**src/rtl/uart_pkg.sv**
```systemverilog
// Shared types for the UART TX arbiter: frame-sequencer state encoding and a
// constant-safe ceil(log2) helper used to size index and counter fields.
package uart_pkg;

  typedef enum logic [2:0] {
    ST_IDLE      = 3'd0,
    ST_LAUNCH    = 3'd1,
    ST_WAIT_BUSY = 3'd2,
    ST_WAIT_DONE = 3'd3,
    ST_GAP       = 3'd4
  } state_t;

  // ceil(log2(value)); returns 0 for value <= 1.
  function automatic int clog2(input int value);
    int r;
    r = 0;
    while ((1 << r) < value) r++;
    return r;
  endfunction

endpackage

```
**src/rtl/uart_rr_arbiter.sv**
```systemverilog
// Round-robin picker: first asserted request at or above ptr (with wrap) wins.
// Purely combinational, no state; the caller owns and advances the pointer.
module uart_rr_arbiter
  import uart_pkg::*;
#(
  parameter int N_REQ = 4,
  parameter int IDW   = clog2(N_REQ)
) (
  input  logic [N_REQ-1:0] req,
  input  logic [IDW-1:0]   ptr,
  output logic [N_REQ-1:0] grant,
  output logic [IDW-1:0]   idx,
  output logic             any_req
);

  logic found;
  int   c;

  always_comb begin
    grant = '0;
    idx   = '0;
    found = 1'b0;
    c     = 0;
    for (int k = 0; k < N_REQ; k++) begin
      c = (int'(ptr) + k) % N_REQ;
      if (!found && req[c[IDW-1:0]]) begin
        found               = 1'b1;
        grant[c[IDW-1:0]]   = 1'b1;
        idx                 = c[IDW-1:0];
      end
    end
  end

  assign any_req = |req;

endmodule

```
**src/rtl/uart_tx_arbiter.sv**
```systemverilog
// Shares one UART TX among N_REQ byte requesters, round-robin, one frame at a time.
// Launch 1 cycle after a request is seen idle; requesters hold REQ_VALID until REQ_ACK.
module uart_tx_arbiter
  import uart_pkg::*;
#(
  parameter int N_REQ        = 4,
  parameter int DATA_WIDTH   = 8,
  parameter int BUSY_TIMEOUT = 8,
  parameter int IFG_CYCLES   = 0
) (
  input  logic                          CLK,
  input  logic                          RST,
  input  logic [N_REQ-1:0]              REQ_VALID,
  input  logic [N_REQ*DATA_WIDTH-1:0]   REQ_DATA,
  output logic [N_REQ-1:0]              REQ_ACK,
  input  logic                          TX_BUSY,
  output logic [DATA_WIDTH-1:0]         TX_P_DATA,
  output logic                          TX_DATA_VALID,
  output logic [clog2(N_REQ)-1:0]       GRANT_ID,
  output logic                          GRANT_ACTIVE,
  output logic                          TIMEOUT_ERR
);

  localparam int IDW = clog2(N_REQ);
  localparam int TW  = clog2(BUSY_TIMEOUT) + 1;
  localparam int GW  = clog2(IFG_CYCLES + 1) + 1;

  localparam logic [TW-1:0]  TO_LAST  = TW'(BUSY_TIMEOUT - 1);
  localparam logic [GW-1:0]  GAP_LAST = GW'((IFG_CYCLES > 0) ? IFG_CYCLES - 1 : 0);
  localparam logic [IDW-1:0] ID_LAST  = IDW'(N_REQ - 1);

  state_t                state, state_nxt;
  logic [IDW-1:0]        ptr;
  logic [N_REQ-1:0]      win_oh;
  logic [IDW-1:0]        win_idx;
  logic                  any_req;

  logic [DATA_WIDTH-1:0] tx_data;
  logic [IDW-1:0]        grant_id;
  logic [N_REQ-1:0]      grant_oh;
  logic [TW-1:0]         to_cnt, to_nxt;
  logic [GW-1:0]         gap_cnt, gap_nxt;
  logic                  timeout_err;
  logic                  take;
  logic                  to_fire;

  uart_rr_arbiter #(
    .N_REQ (N_REQ),
    .IDW   (IDW)
  ) u_rr (
    .req     (REQ_VALID),
    .ptr     (ptr),
    .grant   (win_oh),
    .idx     (win_idx),
    .any_req (any_req)
  );

  always_ff @(posedge CLK or posedge RST) begin
    if (RST) state <= ST_IDLE;
    else     state <= state_nxt;
  end

  always_comb begin
    state_nxt = state;
    take      = 1'b0;
    to_fire   = 1'b0;
    to_nxt    = to_cnt;
    gap_nxt   = gap_cnt;
    case (state)
      ST_IDLE: begin
        // A TX still running (e.g. across our own reset) blocks the next launch.
        if (any_req && !TX_BUSY) begin
          take      = 1'b1;
          state_nxt = ST_LAUNCH;
        end
      end
      ST_LAUNCH: begin
        to_nxt    = '0;
        state_nxt = ST_WAIT_BUSY;
      end
      ST_WAIT_BUSY: begin
        if (TX_BUSY) begin
          state_nxt = ST_WAIT_DONE;
        end else begin
          to_nxt = to_cnt + 1'b1;
          // Counter hitting BUSY_TIMEOUT-1 puts the error pulse exactly BUSY_TIMEOUT cycles after launch.
          if (to_nxt == TO_LAST) begin
            to_fire   = 1'b1;
            state_nxt = ST_IDLE;
          end
        end
      end
      ST_WAIT_DONE: begin
        if (!TX_BUSY) begin
          gap_nxt   = '0;
          state_nxt = (IFG_CYCLES > 0) ? ST_GAP : ST_IDLE;
        end
      end
      ST_GAP: begin
        if (gap_cnt == GAP_LAST) state_nxt = ST_IDLE;
        else                     gap_nxt   = gap_cnt + 1'b1;
      end
      default: state_nxt = ST_IDLE;
    endcase
  end

  always_ff @(posedge CLK or posedge RST) begin
    if (RST) begin
      ptr         <= '0;
      tx_data     <= '0;
      grant_id    <= '0;
      grant_oh    <= '0;
      to_cnt      <= '0;
      gap_cnt     <= '0;
      timeout_err <= 1'b0;
    end else begin
      to_cnt      <= to_nxt;
      gap_cnt     <= gap_nxt;
      timeout_err <= to_fire;
      if (take) begin
        tx_data  <= REQ_DATA[win_idx*DATA_WIDTH +: DATA_WIDTH];
        grant_id <= win_idx;
        grant_oh <= win_oh;
        ptr      <= (win_idx == ID_LAST) ? '0 : win_idx + 1'b1;
      end
    end
  end

  assign TX_DATA_VALID = (state == ST_LAUNCH);
  assign REQ_ACK       = (state == ST_LAUNCH) ? grant_oh : '0;
  assign GRANT_ACTIVE  = (state == ST_LAUNCH) || (state == ST_WAIT_BUSY) || (state == ST_WAIT_DONE);
  assign TX_P_DATA     = tx_data;
  assign GRANT_ID      = grant_id;
  assign TIMEOUT_ERR   = timeout_err;

endmodule

```
**config.mk**
```make
export PLATFORM = sky130hd
export DESIGN_NAME = uart_tx_arbiter
export DESIGN_NICKNAME = d
export VERILOG_FILES = /design/src/rtl/uart_pkg.sv /design/src/rtl/uart_rr_arbiter.sv /design/src/rtl/uart_tx_arbiter.sv
export SDC_FILE = /design/constraint.sdc
export NUM_CORES = 1
export LEC_CHECK = 0
export CAP_MARGIN = 20
export CORE_MARGIN = 8
export CORE_UTILIZATION = 35
export CTS_BUF_LIST = sky130_fd_sc_hd__clkbuf_16
export CTS_CLUSTER_DIAMETER = 100
export DETAILED_ROUTE_END_ITERATION = 10
export GPL_TIMING_DRIVEN = 1
export MAX_ROUTING_LAYER = met4
export PLACE_DENSITY_LB_ADDON = 0.2
export SLEW_MARGIN = 20
export SYNTH_ARGS = -nofsm -noshare
export SYNTH_HDL_FRONTEND = slang
export SYNTH_SLANG_ARGS = --single-unit
```
**constraint.sdc**
```tcl
create_clock -name CLK -period 5.13 [get_ports CLK]
set_input_delay 0.7695 -clock CLK [delete_from_list [all_inputs] [get_ports CLK]]
set_output_delay 0.7695 -clock CLK [all_outputs]
set_load 0.005 [all_outputs]
```
### Yosys cells after proc, flatten, opt, wreduce, memory -nomap -nowiden

Cells that the tools add are included.

| word-level totals | value |
|---|---|
| input port bits | 39 |
| output and inout port bits | 17 |
| word-level logic and storage cells | 103 |
| register bits | 25 |

| operators by class | value |
|---|---|
| $lt $le $gt $ge | 8 |
| equality and inequality tests | 11 |
| reduce and logical (&&, ||, !) cells | 21 |
| bitwise gates (word level) | 3 |
| muxes and demuxes | 45 |
| add/sub/neg operators | 6 |
| shift-type cells | 1 |

Operators with widths:

| cell | number |
|---|---|
| $shiftx 32x6->8 | 1 |
| $mux 4 | 6 |
| $mux 1 | 18 |
| $mux 3 | 5 |
| $pmux 3 s5 | 1 |
| $lt 2x3->1 const B | 4 |
| $or 4x4->4 | 3 |
| $mux 2 | 5 |
| $bmux 1 s2 | 4 |
| $demux 1 s2 | 4 |
| $ge 2x1->1 const B | 4 |
| $logic_and 1x1->1 | 8 |
| $ne 2x2->1 const B | 4 |
| $pmux 4 s2 | 1 |
| $eq 3x2->1 const B | 2 |
| $add 2x1->2 const B | 2 |
| $add 2x2->2 const B | 2 |
| $add 4x1->4 const B | 1 |
| $eq 4x3->1 const B | 1 |
| $logic_not 1->1 | 4 |
| $reduce_and 2->1 | 2 |
| $reduce_and 4->1 | 1 |
| $reduce_bool 2->1 | 2 |
| $reduce_or 4->1 | 1 |
| other kinds (8) | 9 |

### Logic depth before layout (Yosys ltp)

Gate-level depths: netlist of run 1.

| depth | value |
|---|---|
| depth after elaboration | 14 |
| gate-level depth with buffers | 13 |
| depth with buffers taken out | 10 |

### Cells and area by module

Synthesis of run 1 repeated with hierarchy kept, for this count alone.

| second synthesis, totals | value |
|---|---|
| cells, all modules | 142 |
| area, all modules | 1681.6 µm² |

Modules (own cells, without submodules):

| module | seq. area each (µm²) | cells each | area an instance (µm²) | times used |
|---|---|---|---|---|
| uart_tx_arbiter | 575.6 | 95 | 1255.0 | 1 |
| uart_rr_arbiter | 0.0 | 47 | 426.7 | 1 |

### Worst setup path after synthesis of run 1

Ideal clock, no wire load.

| timing | value |
|---|---|
| path type | register to register |
| start point | register ptr[0] |
| end point | register tx_data[1], in the netlist TX_P_DATA[1] |
| stages on the path, launching flop included | 13 |
| arrival time | 2.566 ns |
| data required time | 5.004 ns |
| buffers on the path | 4 |
| setup time | 0.126 ns |
| period minus slack after synthesis | 2.692 ns |
| setup slack | 2.438 ns |
| cells stage by stage | dfrtp_1 buf_6 inv_1 ha_1 buf_6 mux4_2 nor2b_4 buf_6 o32ai_2 buf_6 mux2i_1 nor3_1 a221o_1 |

| between the ends | value |
|---|---|
| cells in the longest elaborated chain, start to end | 13 |
| elaborated cells between the ends (all ways) | 25 |
| those cells by class | 3 x add/sub; 1 x shift; 15 x mux; 6 x reduce/logical |

RTL lines:

| what | line | source |
|---|---|---|
| from (decl) | uart_tx_arbiter.sv:33 | `logic [IDW-1:0] ptr;` |
| from (signal assigned) | uart_tx_arbiter.sv:124 | `ptr <= (win_idx == ID_LAST) ? '0 : win_idx + 1'b1;` |
| branches (longest 11 deep; another with $add 2x1->2) | n/a |  |
| $mux 2 (*) | uart_rr_arbiter.sv:26 | `if (!found && req[c[IDW-1:0]]) begin` |
| $shiftx 32x6->8 (*) | uart_tx_arbiter.sv:121 | `tx_data <= REQ_DATA[win_idx*DATA_WIDTH +: DATA_WIDTH];` |
| to (signal assigned) | uart_tx_arbiter.sv:121 |  |
| to (decl) | uart_tx_arbiter.sv:38 | `logic [DATA_WIDTH-1:0] tx_data;` |

Mark *: on every way between the ends. The select of a mux whose other input is x is not followed.
A chain may end at the register's enable or synchronous reset.

### Final worst setup path of run 1

| timing | value |
|---|---|
| start point | register ptr[0] |
| end point | register ptr[0] |

| between the ends | value |
|---|---|
| cells in the longest elaborated chain, start to end | 14 |
| elaborated cells between the ends (all ways) | 27 |
| those cells by class | 4 x add/sub; 1 x eq/ne; 16 x mux; 6 x reduce/logical |

RTL lines:

| what | line | source |
|---|---|---|
| branches (longest 11 deep; another with $add 2x1->2) | n/a |  |
| $mux 2 (*) | uart_rr_arbiter.sv:26 |  |
| via u_rr.idx[0] | uart_rr_arbiter.sv:12 | `output logic [IDW-1:0] idx,` |
| $add 2x1->2 or $eq 2x2->1 (tied branches) | uart_tx_arbiter.sv:124 |  |
| $mux 2 (*) | uart_tx_arbiter.sv:124 |  |

Mark *: on every way through the listed nets, which the timed path passes. The select of a mux whose other input is x is not followed.

==> key figures, run 1 <==
Timing
  • Fin. Hold Viols: 0
  • Period minus WS final: slightly below 4000 ps
  • Sum Neg Setup Slack: 0 ps
  • Pins Over Slew Limit: 0
  • Final worst-path cycle share: 75.9%
  • Slew @ Worst Pin: ~1000 ps
  • Fin Clk Skew: 1.53 ps
  • Worst hold slack: 477 ps
  • Unrepaired setup endpoints after global routing: false
  • Setup Viol. Count Final: 0
  • Fmax: 257 MHz
  • Headroom to the max-slew limit: 31.6%

Yosys
  • Synth top area cells: dfrtp_1 31%, mux2i_1 9.6%, ha_1 5.3%
  • Leading area contributor after synthesis: dfrtp_1
  • Synthesized area per cell: about 8.9 um^2
  • Sequential element share of the synthesized area: 30.7%
  • Synthesized flop and latch total: 23
  • Synth cell types: 44
  • Synth top cells by count: 23 x dfrtp_1, 18 x mux2i_1, 15 x nor2_1, 14 x a21oi_1, 13 x nand2_1
  • Top_reg_cell synth: dfrtp_1
  • Yosys top cell area share: between 30 and 40%
  • Most common cell in the netlist: dfrtp_1
  • EDFF count, synth: 0
  • Syn_nets: 257
  • Synthesized cell area: between 0.0015 and 0.002 mm^2
  • Synthesized instance count: 210
  • Fraction of registers with async set/reset: between 90% and 100%
  • Synth Warn #: 0

CTS
  • Post CTS Setup Buffer Count: 0
  • Post-CTS sizing: 0
  • Clock transition at the registers of the reported paths: roughly 60 ps
  • Clock sink count: 23
  • CTS hold repair buffers: 0
  • TritonCTS buffer count: 3
  • Clock latency on the worst-skew pair: roughly 260 ps
  • CTS tree: built
  • Root Buffer Master: clkbuf_16
  • Clock Path Buffers: 2
  • CTS H-tree lvls: 1

Global route
  • Initial antenna violation count: 0
  • Largest net degree at the start of global routing: 31
  • Vias in the first global route: 1615
  • GR Util All Layers: 13.6%
  • First-pass GRT wire length: 8.30 mm
  • Final global-route overflow total: 0

Placement
  • GPL Wtd Cong: 0.878
  • Count of buffers from port buffering: between 50 and 60
  • Dpl hpwl: between 4 and 5 mm
  • Placed insts: 319

Worst setup path
  • CP arrival: approximately 4000 ps
  • CP Class: flop to flop
  • CP max FO: 20
  • CP top delay family: compound AO/OA/AOI/OAI gates
  • Worst path max stage delay: 840 ps
  • Slowest CP cell: o32ai_2
  • Crit. End Element: flop
  • CP Launch Type: flop
  • Required @ worst endpoint: roughly 5300 ps
  • Crit path cell chain: inv_1 > ha_1 > mux4_2 > nor2b_4 > o32ai_2 > inv_1 > ha_1 > o31ai_1
  • Buf/Inv on CP: 2

Detailed routing
  • Initial DRC count: 105
  • Vias: 1764
  • Router iterations before antenna repair: 4
  • Final ANT Viol Nets: 0
  • Drt drc: 0
  • Wire per inst: 16.4 um
  • Routed wire length: 5.31 mm
  • Vias per cell: 5.46

Layout
  • Post-Route Utilization: 48.5%
  • # fillers: 511
  • Fraction of layout cells with a size suffix above 1: 5.93%
  • Layout area overhead: 32.8%
  • # diodes: 0
  • Fin cells: 323
  • Layout Nets: 301

Die
  • Overall die width: just under 90 um
  • Die H: 89.2 um
  • Core Area: 0.00514 mm^2
  • Rows: 26
  • IO Count: 56
  • Starting density of the core: 36.5%
  • DIE AREA: 0.00796 mm^2

Job
  • Max-cap viol count: 0

Worst hold path
  • Worst Hold Class: flop to flop

Pwr
  • Pwr Density: between 500 and 600 mW/mm^2
  • Peak supply drop: around 240 uV
  • Total power draw: about 0.0014 W
  • Pleak: 1.02 nW

Run status
  • Outcome: finished clean
==> area by class of cell <==
class                   count  area (um^2)  area share [%]
well taps                  70         87.6            3.52
clock inverters             1         5.00           0.201
multi-input cells         160         1160            46.4
clock buffers               3         75.1            3.01
inverters                  11         41.3            1.66
repair buffers             55          551            22.1
flip-flops and latches     23          576            23.1
==> cell families (layout without fill, tap and decap cells) <==
group | after synthesis | in the layout | synth area share (%)
flip-flops | 23 | 23 | 30.7
multiplexers | 21 | 21 | 13.2
AND/OR/NAND/NOR | 61 | 61 | 16.7
adder cells (fa/ha/maj) | 8 | 8 | 5.34
XOR/XNOR | 2 | 2 | 0.934
buffers and inverters | 27 | 70 | 7.67
AO/OA/AOI/OAI | 68 | 68 | 25.5
==> layer usage <==
layer | part of all wire [%] | vias up | track usage [%]
met2 | 48 | 44 | 19.9
met5 | 0 | - | -
met3 | 4.4 | 2 | 1.47
li1 | - | 879 | -
met4 | 0.75 | 0 | 4.08
met1 | 47 | 839 | 19.0
==> final timing paths <==
path                             startpoint      endpoint  slack (ps)  cells past startpoint
worst max-delay path                 ptr[0]        ptr[0]        1240                      8
worst min-delay path            grant_oh[2]   grant_oh[2]         480                      2
worst max register to register       ptr[0]        ptr[0]        1240                      8
worst min register to register  grant_oh[2]   grant_oh[2]         480                      2
max in group asynchronous               RST     to_cnt[2]        3590                      2
min in group asynchronous               RST  TX_P_DATA[7]        1000                      2
==> registers in the layout, indices dropped and copies added, names as in the netlist <==
name,cells
grant_oh,4
ptr,2
TIMEOUT_ERR,1
GRANT_ID,2
to_cnt,4
state,2
TX_P_DATA,8
==> power by group <==
group	switching, W	internal, W	total (W)
Clock	0.0000663	0.000105	0.000171
Sequential	0.0000889	0.000259	0.000348
Combinational	0.000448	0.000405	0.000853
==> layout by cell type, fill, tap and decap left out, drive strengths merged, types with 2 or more instances in the layout <==
master,synthesis,final
clkdlybuf4s50,0,55
dfrtp,23,23
mux2i,18,18
nor2,17,17
a21oi,14,14
nand2,13,13
nor3,13,13
o21ai,12,12
inv,11,11
o22ai,9,9
ha,8,8
a221o,7,7
a22oi,5,5
nand2b,4,4
a221oi,4,4
and2,4,4
a211oi,3,3
mux4,3,3
o211ai,3,3
nand3,3,3
clkbuf,7,3
or2,2,2
nor4,2,2
xor2,2,2
o311ai,2,2
==> through the flow <==
step | setup WS (ps) | area, um^2
floorplan | 2440 | 1880
global placement | 1390 | 2410
detailed placement | 1280 | 2410
CTS | 1260 | 2490
global route | 1060 | 2490
finish | 1240 | 2490
==> tightest hold or removal path: stages (launching register included) <==
cell and delay (ps):
dfrtp_1 340, nand2_1 50, o21ai_0 60
Note: power is estimated with default switching activity, not from simulation.
==> run 2: changes to the inputs <==
==> constraint.sdc (replaced) <==
create_clock -name CLK -period 4 [get_ports CLK]
set_input_delay 0.6 -clock CLK [delete_from_list [all_inputs] [get_ports CLK]]
set_output_delay 0.6 -clock CLK [all_outputs]
set_load 0.005 [all_outputs]
==> run 2 against run 1 <==
  * Die area unchanged
  * Largest cell class unchanged
  * Critical endpoint is now TX_P_DATA[6]
  * Fmax increased by 28%
  * Clock skew increased by 2.1 ps
  * Register-to-register slack got worse by 270 ps
  * Cell area increased by 0.55%
==> key figures, run 2 (synthesis gave the netlist of run 1 again) <==
Layout
  • Max FFs per register: 8
  • Layout area overhead: 33.6%
  • # diodes: 0
  • Fraction of layout cells with a size suffix above 1: 6.27%
  • Commonest non-fill, non-tap cell in the layout: clkdlybuf4s50_1
  • Post-Route Utilization: 48.7%
  • Most frequent cells in the layout: 55 x clkdlybuf4s50_1, 23 x dfrtp_1, 18 x mux2i_1, 15 x nor2_1, 14 x a21oi_1
  • Layout Nets: 303
  • # fillers: just over 500

Global route
  • First-pass GRT wire length: 8.07 mm
  • Initial antenna violation count: 0
  • GR Util All Layers: 13.1%
  • Final global-route overflow total: 0
  • Largest net degree at the start of global routing: 31
  • Vias in the first global route: 1614

Worst setup path
  • Crit path cell chain: inv_1 > ha_1 > mux4_2 > o211ai_1 > o22ai_1 > a21oi_1 > a221o_1
  • R2r startpoint: ptr[1]
  • CP arrival: about 3200 ps
  • CP Launch Type: flop
  • Required @ worst endpoint: 4190 ps
  • Setup crit start: ptr[1]
  • Slowest CP cell: mux4_2
  • CP max FO: 9
  • CP Class: flop to flop
  • Worst path max stage delay: 650 ps
  • Crit. End Element: flop

Die
  • Die H: 89.2 um
  • Starting density of the core: 36.5%
  • DIE AREA: 0.00796 mm^2
  • Overall die width: 89.2 um
  • Rows: 26
  • Core Area: 0.00514 mm^2
  • IO Count: 56

Placement
  • Count of buffers from port buffering: 55
  • GPL Wtd Cong: 0.829
  • Dpl hpwl: 3.99 mm
  • Post-placement setup slack: between 800 and 900 ps

Timing
  • Final worst-path cycle share: about three quarters
  • Final worst slack: ~970 ps
  • Fin. Hold Viols: 0
  • Setup Viol. Count Final: 0
  • Pins Over Slew Limit: 0
  • Fin Clk Skew: 3.63 ps
  • Period minus WS final: 3030 ps
  • Sum Neg Setup Slack: 0 ps
  • Unrepaired setup endpoints after global routing: false
  • Headroom to the max-slew limit: about 43%
  • Fmax: 330 MHz
  • Slew @ Worst Pin: 857 ps

CTS
  • Post CTS Setup Buffer Count: 0
  • Clock Path Buffers: 2
  • Post-CTS sizing: 0
  • TritonCTS buffer count: 3
  • CTS hold repair buffers: 0
  • Clock sink count: 23
  • CTS H-tree lvls: 1
  • Root Buffer Master: clkbuf_16
  • Clock latency on the worst-skew pair: 250 ps
  • CTS tree: built
  • Clock transition at the registers of the reported paths: 60 ps

Pwr
  • Peak supply drop: 332 uV
  • Total power draw: 0.00175 W
  • Pleak: 1.03 nW
  • Pwr Density: 700 mW/mm^2

Worst hold path
  • Hold path start: grant_oh[2]
  • Worst Hold Class: flop to flop

Detailed routing
  • Max Used Layer: met4
  • WL met2: between 2 and 2.5 mm
  • Routed wire length: 5.05 mm
  • Vias per cell: 5.44
  • DR WL met3: around 160 um
  • Drt drc: 0
  • Initial DRC count: 90
  • Vias: between 1500 and 2000
  • Wire length on met1: 2.38 mm
  • Wire per inst: 15.5 um
  • Final ANT Viol Nets: 0
  • Router iterations before antenna repair: 4

Job
  • Max-cap viol count: 0

Run status
  • Outcome: finished clean
run 2: changes by cell type in the layout (fill, tap and decap cells not counted), sizes merged:
cell,before,now
buf,0,2
clkinv,1,0
inv,11,12
run 2: worst paths after layout:
path / endpoint / slack [ps] / depth (start not counted)
worst max register to register: TX_P_DATA[6] / 970 / 7
worst min-delay path: grant_oh[2] / 470 / 2
max in group asynchronous: TX_P_DATA[2] / 2640 / 2
worst min register to register: grant_oh[2] / 470 / 2
min in group asynchronous: TX_P_DATA[7] / 820 / 2
worst max-delay path: TX_P_DATA[6] / 970 / 7
run 2: final cells by class:
type                            count  area, um^2  area share [%]
Timing Repair Buffer               57         566            22.6
Clock inverter                      1        3.75           0.150
Tap cell                           70        87.6            3.50
Multi-Input combinational cell    160        1160            46.2
Clock buffer                        3        75.1            3.00
Sequential cell                    23         576            23.0
Inverter                           11        41.3            1.65
run 2: critical path, delay by kind of cell (launching register included):
family | cells | cell delay, ps
compound gates | 4 | 1170
fa+ha+maj | 1 | 500
buf+inv | 1 | 140
flops | 1 | 500
mux | 1 | 650
run 2: per-stage QoR:
step	instance area [um^2]	hold slack [ps]	cells
floorplan	1880	442	210
global placement	2430	461	321
detailed placement	2430	466	321
CTS	2500	480	325
global route	2500	518	325
finish	2500	473	325
run 2: report_power, final:
group | internal (W) | switching, W
Clock | 0.000133 | 0.0000780
Combinational | 0.000532 | 0.000592
Sequential | 0.000333 | 0.0000841
run 2: per-layer routing:
metal	track usage [%]	vias up
met5	-	-
met4	3.02	0
met2	20.1	31
met3	1.47	2
li1	-	880
met1	17.9	854
